**src/rtl/lc_bank_ctrl_if.sv**
```systemverilog
// CPU-side bus and status bundle for the language-card bank controller.
interface lc_bank_ctrl_if #(
    parameter int BW = 1
);
    logic          busValid;
    logic [15:0]   address;
    logic          rw;
    logic          lcRead;
    logic          lcWrite;
    logic [BW+13:0] lcAddr;
    logic          statusHit;
    logic          statusBit;
    logic [BW-1:0] bankSel;
    logic          readRam;
    logic          writeEn;
    logic          bank2;

    modport master (
        output busValid, address, rw,
        input  lcRead, lcWrite, lcAddr, statusHit, statusBit,
        input  bankSel, readRam, writeEn, bank2
    );

    modport slave (
        input  busValid, address, rw,
        output lcRead, lcWrite, lcAddr, statusHit, statusBit,
        output bankSel, readRam, writeEn, bank2
    );
endinterface

```
**src/rtl/lc_bank_ctrl.sv**
```systemverilog
// Language-card / Saturn bank controller for $D000-$FFFF with $C011/$C012 status.
// Decode is 0-cycle from pre-update state; soft-switch state lands 1 cycle later; no backpressure.
module lc_bank_ctrl #(
    parameter int NUM_BANKS   = 1,
    parameter int SLOT        = 0,
    parameter int SATURN_MODE = 0
) (
    input  logic          clk6502,
    input  logic          cpuRst,
    lc_bank_ctrl_if.slave bus
);
    localparam int          BW        = (NUM_BANKS > 1) ? $clog2(NUM_BANKS) : 1;
    localparam logic [11:0] SW_PAGE   = 12'hC08 + 12'(SLOT);
    localparam logic [2:0]  BANK_MASK = 3'(NUM_BANKS - 1);

    logic          read_ram;
    logic          write_en;
    logic          pre_write;
    logic          bank2_q;
    logic [BW-1:0] bank_sel;
    logic [BW-1:0] bank_nxt;
    logic [3:0]    n;
    logic          sw_hit;
    logic          saturn_sw;
    logic          hi_hit;
    logic          stat_rd;
    logic [13:0]   off14;

    assign n         = bus.address[3:0];
    assign sw_hit    = bus.busValid && (bus.address[15:4] == SW_PAGE);
    assign saturn_sw = (SATURN_MODE != 0) && n[2];
    // Bank number wraps modulo NUM_BANKS so a 1-bank card ignores bank switches.
    assign bank_nxt  = BW'({n[3], n[1:0]} & BANK_MASK);
    assign hi_hit    = bus.address[15:12] >= 4'hD;
    assign stat_rd   = bus.busValid && bus.rw &&
                       ((bus.address == 16'hC011) || (bus.address == 16'hC012));

    always_ff @(posedge clk6502) begin
        if (cpuRst) begin
            read_ram  <= 1'b0;
            write_en  <= 1'b0;
            pre_write <= 1'b0;
            bank2_q   <= 1'b1;
            bank_sel  <= '0;
        end else if (sw_hit) begin
            if (saturn_sw) begin
                bank_sel <= bank_nxt;
            end else begin
                bank2_q  <= !n[3];
                read_ram <= (n[1:0] == 2'b00) || (n[1:0] == 2'b11);
                if (bus.rw) begin
                    if (n[0]) begin
                        // Second consecutive odd read arms the write path.
                        if (pre_write) begin
                            write_en <= 1'b1;
                        end
                        pre_write <= 1'b1;
                    end else begin
                        write_en  <= 1'b0;
                        pre_write <= 1'b0;
                    end
                end else begin
                    pre_write <= 1'b0;
                    if (!n[0]) begin
                        write_en <= 1'b0;
                    end
                end
            end
        end
    end

    always_comb begin
        off14 = {1'b0, !bank2_q, bus.address[11:0]};
        if (bus.address[15:13] == 3'b111) begin
            off14 = bus.address[13:0];
        end
    end

    assign bus.lcRead    = bus.busValid && bus.rw && hi_hit && read_ram;
    assign bus.lcWrite   = bus.busValid && !bus.rw && hi_hit && write_en;
    // Address is only meaningful for high-memory cycles; held at zero otherwise.
    assign bus.lcAddr    = (bus.busValid && hi_hit) ? {bank_sel, off14} : '0;
    assign bus.statusHit = stat_rd;
    assign bus.statusBit = stat_rd && ((bus.address[0]) ? bank2_q : read_ram);
    assign bus.bankSel   = bank_sel;
    assign bus.readRam   = read_ram;
    assign bus.writeEn   = write_en;
    assign bus.bank2     = bank2_q;
endmodule

```
**src/flat_wrapper.sv**
```systemverilog
// flat-port wrapper written by rule: the top's interface ports become plain ports
module lc_bank_ctrl_flat 
#(
    parameter int NUM_BANKS   = 1,
    parameter int SLOT        = 0,
    parameter int SATURN_MODE = 0
)
  (clk6502, cpuRst, bus_busValid, bus_address, bus_rw, bus_lcRead, bus_lcWrite, bus_lcAddr, bus_statusHit, bus_statusBit, bus_bankSel, bus_readRam, bus_writeEn, bus_bank2);
  lc_bank_ctrl_if bus_i ();
  input  logic clk6502;
  input  logic cpuRst;
  input wire logic [$bits(bus_i.busValid)-1:0] bus_busValid;
  input wire logic [$bits(bus_i.address)-1:0] bus_address;
  input wire logic [$bits(bus_i.rw)-1:0] bus_rw;
  output wire logic [$bits(bus_i.lcRead)-1:0] bus_lcRead;
  output wire logic [$bits(bus_i.lcWrite)-1:0] bus_lcWrite;
  output wire logic [$bits(bus_i.lcAddr)-1:0] bus_lcAddr;
  output wire logic [$bits(bus_i.statusHit)-1:0] bus_statusHit;
  output wire logic [$bits(bus_i.statusBit)-1:0] bus_statusBit;
  output wire logic [$bits(bus_i.bankSel)-1:0] bus_bankSel;
  output wire logic [$bits(bus_i.readRam)-1:0] bus_readRam;
  output wire logic [$bits(bus_i.writeEn)-1:0] bus_writeEn;
  output wire logic [$bits(bus_i.bank2)-1:0] bus_bank2;
  assign bus_i.busValid = bus_busValid;
  assign bus_i.address = bus_address;
  assign bus_i.rw = bus_rw;
  assign bus_lcRead = bus_i.lcRead;
  assign bus_lcWrite = bus_i.lcWrite;
  assign bus_lcAddr = bus_i.lcAddr;
  assign bus_statusHit = bus_i.statusHit;
  assign bus_statusBit = bus_i.statusBit;
  assign bus_bankSel = bus_i.bankSel;
  assign bus_readRam = bus_i.readRam;
  assign bus_writeEn = bus_i.writeEn;
  assign bus_bank2 = bus_i.bank2;
  lc_bank_ctrl #(.NUM_BANKS(NUM_BANKS), .SLOT(SLOT), .SATURN_MODE(SATURN_MODE)) u_core (.clk6502(clk6502), .cpuRst(cpuRst), .bus(bus_i));
endmodule
```
**config.mk**
```make
export PLATFORM = sky130hd
export DESIGN_NAME = lc_bank_ctrl_flat
export DESIGN_NICKNAME = d
export VERILOG_FILES = /design/src/rtl/lc_bank_ctrl_if.sv /design/src/rtl/lc_bank_ctrl.sv /design/src/flat_wrapper.sv
export SDC_FILE = /design/constraint.sdc
export NUM_CORES = 1
export LEC_CHECK = 0
export ABC_AREA = 0
export CAP_MARGIN = 20
export CORE_AREA = 5 5 48 50
export CTS_CLUSTER_SIZE = 24
export DETAILED_ROUTE_END_ITERATION = 7
export DIE_AREA = 0 0 53 55
export HOLD_SLACK_MARGIN = 0.02
export PLACE_DENSITY = 0.69
export SLEW_MARGIN = 20
export SYNTH_ARGS = -nofsm -noshare
export SYNTH_HDL_FRONTEND = slang
export SYNTH_SLANG_ARGS = --single-unit
```
**constraint.sdc**
```tcl
create_clock -name clk6502 -period 1.3 [get_ports clk6502]
set_clock_uncertainty 0.15 [all_clocks]
set_input_delay 0.26 -clock clk6502 [delete_from_list [all_inputs] [get_ports clk6502]]
set_output_delay 0.26 -clock clk6502 [all_outputs]
set_load 0.02 [all_outputs]
```
==> results_dict.tcl, run 1 <==
set metrics [dict create \
    outcome "complete, but fails checks" \
    failed_checks "setup timing" \
    routed-via-count 618 \
    synth-adder-area-share 0.05666 \
    critical_path.most_common_cell "nor4_4" \
    synth_top_area_cell "and2_1" \
    rsz0062_at_grt "true" \
    rr_startpoint "u_core.bus.readRam" \
    hold_vio_cnt_final 0 \
    synthesis.area_per_instance_um2 8.333 \
    dpl.hpwl_um 1389 \
    synth-compound-area-share 0.1416 \
    synth_most_common_cell "and2_1" \
    global_router_s_overall_resource_usage 0.1471 \
    place_inst 133 \
    drt_first_pass_iters 2 \
    drc 0 \
    cts-buffers-inserted 3 \
    final_layout_size_suffix_gt1_frac 0.8103 \
    timing.final.crit_share 1.370 \
    critical-path-top-delay-family "simple AND/OR/NAND/NOR gates" \
    grt_pass1_wl_um 3153 \
    maxSlewViolCount 0 \
    clock_sink_count 4 \
    report.final.setup_viol 20 \
    synth.area.mux_share 0.04533 \
    clk_pin_slew_worst_paths_ps 30 \
    synth.distinct_cells 24 \
    totalPowerFinal_uw 499.3 \
    worstPathArrival_ps 1370 \
    power.ir.vdd_worst_mv 0.3781 \
    ant_nets 0 \
    synthesis.yosys.warnings 0 \
    min_from "bus_address[1]" \
    cellPowerDensity_mw_per_mm2 403.5 \
    data_required_time_of_the_worst_path_ps 890 \
    antenna_found_initial 0 \
    synth_top_family_by_area "simple AND/OR/NAND/NOR gates" \
    wirelength_um 1991 \
    floorplan.die.height_um 55 \
    number_of_enable_flip_flop_cells_after_synthesis 0 \
    critPathKind "primary input to output pin" \
    path_buf_inv 2 \
    via_per_inst 4.322 \
    core_region_area_mm2 0.001862 \
    max_cap_violations 0 \
    synth_xor_area_frac 0 \
    post_synth_and_or_nand_nor_area_fraction 0.4731 \
    worstSetupEndpointType "output pin" \
    routed_wire_length_per_instance_um 13.92 \
    synthesis.area_um2 441.7 \
    final_net_count 140 \
    cts.path.max_buffers 2 \
    timing.fmax_mhz 561.6 \
    post_route_minimum_period_ps 1781 \
    dpl_worst_slack_ps -1408 \
    postSynthCellCount 53 \
    antenna_cells_inserted 0 \
    initial_utilization 0.2372 \
    crit_path_max_fanout 2 \
    worst_setup_startpoint "bus_address[8]" \
    ctsHoldBuffers 0 \
    place.gp.congestion 0.7044 \
    cts-htree-levels 1 \
    tns_ps -5513 \
    leakagePower_nw 0.5908 \
    post_synth_top_cells "and2_1 (14), dfxtp_1 (4)" \
    fp-row-count 16 \
    min_path_type "primary input to register" \
    die-area_mm2 0.002915 \
    synth_seq_area_share 0.1813 \
    synth-seq-cells 4 \
    number_of_global_route_vias_before_repair 647 \
    grt_overflow_total 0 \
    post_layout_cell_count 143 \
    area_delta_synth_final_pct 180.2 \
    io_pins 43 \
    timing.reg2reg.setup_slack_ps 410 \
    synth_area_leaders "and2_1 (20%), dfxtp_1 (18%), nor4_2 (8.5%)" \
    synth_flop_cell "dfxtp_1" \
    ffs_w_async_s_r_synth 0 \
    synth_top_area_share 0.1983 \
    cp_slowest_cell "nor4_4" \
    die_x_um 53 \
    layout.core_utilization 0.6647 \
    path_cells "buf_8 > nor4_4 > o2111ai_4 > nor4_4 > nor2b_4 > buf_6" \
    root_buffer "clkbuf_4" \
    cts_tree "done" \
    grt_max_degree 8 \
    critical-path-max-stage-delay_ps 350 \
    port_buffers 40 \
    drt_iter0_drc 3 \
    setup_ws_ps -480.6 \
    worst_skew_pair_later_pin_latency_ps 240 \
    critPathLaunchType "primary input" \
]
registers in the layout, summed over array words and instances (netlist names):
signal              flops
u_core.bus.bank2        1
u_core.bus.readRam      1
u_core.bus.writeEn      1
u_core.pre_write        1
per-stage QoR:
step,hold slack (ps),cell area [um2]
finish,316.7,1237
floorplan,179.1,516.7
CTS,276.2,1149
global placement,341.8,1031
global route,338.9,1237
detailed placement,352.6,1031
final timing paths:
path / end / depth (start not counted)
min: u_core.bus.readRam / 4
max: bus_statusBit / 6
min reg2reg: u_core.pre_write / 2
max reg2reg: u_core.bus.readRam / 3
area by class of cell:
type / instances / area (um2)
clock buffer: 3 / 22.52
fill: 157 / 624.3
inverter: 3 / 11.26
multi-input combinational: 43 / 481.7
sequential: 4 / 82.58
tap: 27 / 33.78
timing repair buffer: 63 / 605.6
cells in the final DEF, fill, tap and decap left out, drive strengths merged, types with 2 or more instances in the layout:
cell | netlist | layout
and2 | 14 | 14
and3 | 3 | 3
buf | 3 | 55
clkbuf | 1 | 4
clkdlybuf4s15 | 0 | 2
conb | 1 | 2
dfxtp | 4 | 4
dlygate4sd2 | 0 | 4
ha | 2 | 2
inv | 3 | 3
mux2i | 2 | 2
nand2b | 3 | 3
nor2 | 2 | 2
nor2b | 2 | 2
nor4 | 3 | 3
kinds of logic after synthesis:
logic type                 count (synthesis)
DFF                                        4
AOI/OAI and AO/OA                          6
and+or+nand+nor                           31
buffers and inverters                      7
muxes                                      2
other                                      1
adders and majority gates                  2
per-layer routing:
metal	vias to the layer above	routed length [um]	global-route usage
met2	30	1006	0.2645
li1	307	-	-
met3	8	133	0.03485
met1	273	775	0.1707
met5	-	0	0
met4	0	75	0.05106
tightest hold or removal path, stage by stage:
cell      delay (ps)
clkbuf_2         130
ha_4             140
mux2i_1           60
nor2_1            80
what timing repair did:
action | in CTS | in global routing
cloned | 1 | 0
hold endpoints to repair | 0 | 0
setup endpoints to repair | 25 | 22
pin swaps | 8 | 8
resized for setup | 198 | 17
setup buffers | 2 | 4
where the power goes:
part	total (mW)	switching (mW)	internal, mW
combinational	0.218	0.0921	0.126
clock	0.158	0.0544	0.103
sequential	0.123	0.00000834	0.123
total	0.499	0.146	0.353
No activity file was read; power rests on OpenSTA's default activity.
==> inputs of run 2 (changes only) <==
- SLEW_MARGIN: 20 -> default
==> results of run 2 <==
Final layout, timing and power as in run 1 (identical DEF).
==> inputs of run 3 (changes only) <==
- PLACE_DENSITY: 0.69 -> 0.79
==> run 3 against run 2 <==
Effect of this change: the run still ends with setup timing left; non-clock buffer count is 3 lower; via count is 3.1% lower; die area stayed put; critical path type unchanged; largest power group unchanged.
==> results_dict.tcl, run 3 (synthesized netlist as in run 1, its figures left out) <==
set metrics [dict create \
    holdPathStages 4 \
    min_path_type "primary input to register" \
    data_required_time_of_the_worst_path_ps 890 \
    cts.path.max_buffers 2 \
    register_area_um2 81.33 \
    hold_ws_ps 285.0 \
    critPathKind "primary input to output pin" \
    antenna_cells_inserted 0 \
    ctsHoldBuffers 0 \
    io_pins 43 \
    clk_pin_slew_worst_paths_ps 40 \
    timing.fmax_mhz 573.1 \
    routed-via-count 599 \
    min_from "bus_address[0]" \
    post_layout_cell_count 140 \
    layout.core_utilization 0.6304 \
    worstSetupEndpointType "output pin" \
    antenna_found_initial 0 \
    maxSlewViolCount 0 \
    worst_skew_pair_later_pin_latency_ps 230 \
    failed_checks "setup timing" \
    routed_wire_length_per_instance_um 14.24 \
    grt_max_degree 8 \
    drt_first_pass_iters 1 \
    leakagePower_nw 0.5572 \
    area_delta_synth_final_pct 165.7 \
    outcome "complete, but fails checks" \
    worst_r2r_path_depth 3 \
    hold_vio_cnt_final 0 \
    setup_ws_ps -444.9 \
    clock_sink_count 4 \
    report.final.setup_viol 18 \
    ant_nets 0 \
    core_region_area_mm2 0.001862 \
    initial_utilization 0.2372 \
    critPathLaunchType "primary input" \
    post_route_minimum_period_ps 1745 \
    cts_tree "done" \
    die_x_um 53 \
    port_buffers 40 \
    cellPowerDensity_mw_per_mm2 414.7 \
    totalPowerFinal_uw 486.7 \
    power.ir.vdd_worst_mv 0.4563 \
    worstPathArrival_ps 1330 \
    final_common_cell "buf_6" \
    cts-buffers-inserted 3 \
    wirelength_um 1993 \
    multi_input_area_um2 427.9 \
    worst_setup_startpoint "bus_address[8]" \
    final_net_count 137 \
    num-fill-cells 154 \
    floorplan.die.height_um 55 \
    via_per_inst 4.279 \
    timing.reg2reg.setup_slack_ps 410 \
    number_of_global_route_vias_before_repair 604 \
    root_buffer "clkbuf_4" \
    layout_common_cells "buf_6 (26), buf_4 (15), and2_4 (12)" \
    final_layout_size_suffix_gt1_frac 0.7699 \
    global_router_s_overall_resource_usage 0.1451 \
    drt_iter0_drc 0 \
    grt_overflow_total 0 \
    rr_startpoint "u_core.bus.readRam" \
    dpl.hpwl_um 1421 \
    grt_pass1_wl_um 2960 \
    timing.final.crit_share 1.342 \
    fp-row-count 16 \
    drc 0 \
    max_cap_violations 0 \
    die-area_mm2 0.002915 \
    place_inst 130 \
    tns_ps -3773 \
    cts-htree-levels 1 \
    place.gp.congestion 0.6994 \
    rsz0062_at_grt "true" \
    crit_path_max_fanout 2 \
]
run 3: routing by layer:
metal	vias up	wire [um]	global-route usage
met4	0	15	0.03830
li1	298	-	-
met3	4	178	0.04558
met1	273	707	0.1426
met2	24	1092	0.2913
met5	-	0	0
run 3: metrics by stage:
stage	area [um2]	setup WS, ps
4_1_cts	1135	-503.4
6_report	1174	-444.9
5_1_grt	1174	-517.8
3_3_place_gp	1021	-1354
3_5_place_dp	1021	-1401
2_1_floorplan	516.7	-483.5
run 3: layout make-up:
type | instances | area share
timing repair buffer | 60 | 0.5085
multi-input combinational | 43 | 0.3646
sequential | 4 | 0.06930
tap | 27 | 0.02878
clock buffer | 3 | 0.01919
inverter | 3 | 0.009595
run 3: worst paths after layout:
path / to
worst min-delay path: u_core.pre_write
worst min register to register: u_core.pre_write
worst max register to register: u_core.bus.readRam
worst max-delay path: bus_statusBit
run 3: critical path, stage by stage:
cell and delay (ps):
buf_6 100, nor4_4 290, o2111ai_2 190, nor4_4 190, nor2b_4 190, buf_6 120
run 3: repair_timing:
item,4_1_cts,5_1_grt
gates resized for setup,192,13
pin swaps,13,11
cloned,1,0
buffers inserted,9,1
endpoints found under the setup margin,25,22
run 3: power by group:
group | internal, mW | switching (mW)
clock network | 0.103 | 0.0502
registers | 0.123 | 0.00000704
logic | 0.124 | 0.0862
==> variant: new RTL, config.mk and constraints of run 2 <==
`SATURN_MODE` is set to 0 in 2 places; all go to 1.
--- a/src/rtl/lc_bank_ctrl.sv
+++ b/src/rtl/lc_bank_ctrl.sv
@@ -5,3 +5,3 @@
     parameter int SLOT        = 0,
-    parameter int SATURN_MODE = 0
+    parameter int SATURN_MODE = 1
 ) (
--- a/src/flat_wrapper.sv
+++ b/src/flat_wrapper.sv
@@ -5,3 +5,3 @@
     parameter int SLOT        = 0,
-    parameter int SATURN_MODE = 0
+    parameter int SATURN_MODE = 1
 )
Formal check against the unedited RTL: not equivalent (a bounded check fails within 4 cycles, from zero or initial values and one cycle with cpuRst high).
==> variant against run 2 <==
  * The flow still finishes with violations (setup timing)
  * Global-route usage is 0.51 points higher
  * Routed wire length is 4.1% lower
  * First-iteration DRC count stayed put
  * Design area is 9.6% lower
  * Worst setup slack worse by 0.16 ns
  * Synthesized area is 9.1% lower
  * Total power is 6.6% lower
  * Clock power is 8% lower
  * Combinational power is 9.6% lower
  * Fmax is 8.4% lower
  * Sequential cell count stayed put
  * Largest power group unchanged
  * Highest routed layer unchanged
==> variant: results (changes against run 2) <==
* FILL cells at 164 (was 157)
* Repair and plain buffers at 65 (was 63)
* Slowest stage delay, CP at 0.39 ns (was 0.35 ns)
* Seq pwr share at 26.5% (was 24.7%)
* Place WS at -1.50 ns (was -1.41 ns)
* VDD IR-drop max at 0.000432 V (was 0.000378 V)
* CP max stage cell: or3_4 (was nor4_4)
* Most frequent cells after synthesis: 10 x and2_1, 4 x dfxtp_1, 4 x inv_1, 4 x nor2_1, 3 x nand2_1 (was 14 x and2_1, 4 x dfxtp_1)
* Sequential element share of the synthesized area at 19.9% (was 18.1%)
* Failing checks: setup timing (unchanged)
* Area of the multi-input gates at 429 um^2 (was 482 um^2)
* Synthesized instance count at 54 (was 53)
* Met1 Use GR at 16.3% (was 17.1%)
* Outcome: finished with violations (unchanged)
* DP Area at 0.00104 mm^2 (was 0.00103 mm^2)
* Leakage power at 0.553 nW (was 0.591 nW)
* Layout cell share with drive strength beyond 1 at 78.3% (was 81.0%)
* Final Setup Violations at 21 (was 20)
* Comb_multi_in at 44 (was 43)
* Seq area share at 7.38% (was 6.67%)
* WL final at 1.91 mm (was 1.99 mm)
* Met3 WL at 80 um (was 133 um)
* Clock power frac at 31.3% (was 31.6%)
* First drt pass iteration count at 4 (was 2)
* Vias in the first global route at 655 (was 647)
* Signal inverters at 4 (was 3)
* ClkCell Share at 2.01% (was 1.82%)
* DR vias/cell at 4.27 (was 4.32)
* Met1 WL at 726 um (was 775 um)
* Routing usage on met3 at 2.95% (was 3.49%)
* Number of library cell types mapped by synthesis at 26 (was 24)
* Post-DP HPWL at 1.55 mm (was 1.39 mm)
* Routability cong. at 0.740 (was 0.704)
* Met2 WL at 1.10 mm (was 1.01 mm)
* GR Util met2 at 30.4% (was 26.4%)
* First-pass GRT wire length at 3.20 mm (was 3.15 mm)
* WP data arrival at 1.53 ns (was 1.37 ns)
* Non-Clock Buffer Area Fraction at 47.9% (was 48.9%)
* Largest net degree at the start of global routing at 6 (was 8)
* PnR worst setup slack at -0.645 ns (was -0.481 ns)
* GRT Overall Usage at 15.2% (was 14.7%)
[variant: cell types whose count changed in the layout (fill, tap and decap cells not counted), moves of 4 or more]
cell / before / now
and2_2: 0 / 10
and2_4: 13 / 0
buf_2: 7 / 14
buf_4: 15 / 23
buf_6: 29 / 18
buf_8: 4 / 0
[variant: final timing paths]
kind                 startpoint                 end  slack, ns  cells past startpoint
max reg2reg  u_core.bus.writeEn  u_core.bus.writeEn       0.39                      3
min              bus_address[0]    u_core.pre_write       0.30                      3
max              bus_address[5]       bus_statusBit      -0.64                      6
min reg2reg    u_core.bus.bank2    u_core.bus.bank2       0.35                      1
[variant: repair_timing]
item / CTS / global route
gates cloned: 1 / 0
hold endpoints to repair: 0 / 0
endpoints found under the setup margin: 25 / 23
pin swaps: 11 / 7
gates resized for setup: 171 / 10
setup buffers: 5 / 1
[variant: cell families after synthesis]
family,Yosys count,synth area share (%)
buf+inv,7,8.41
simple gates,32,50.8
fa+ha+maj,2,6.23
mux,1,2.49
compound gates,7,11.2
other cells,1,0.934
flops,4,19.9
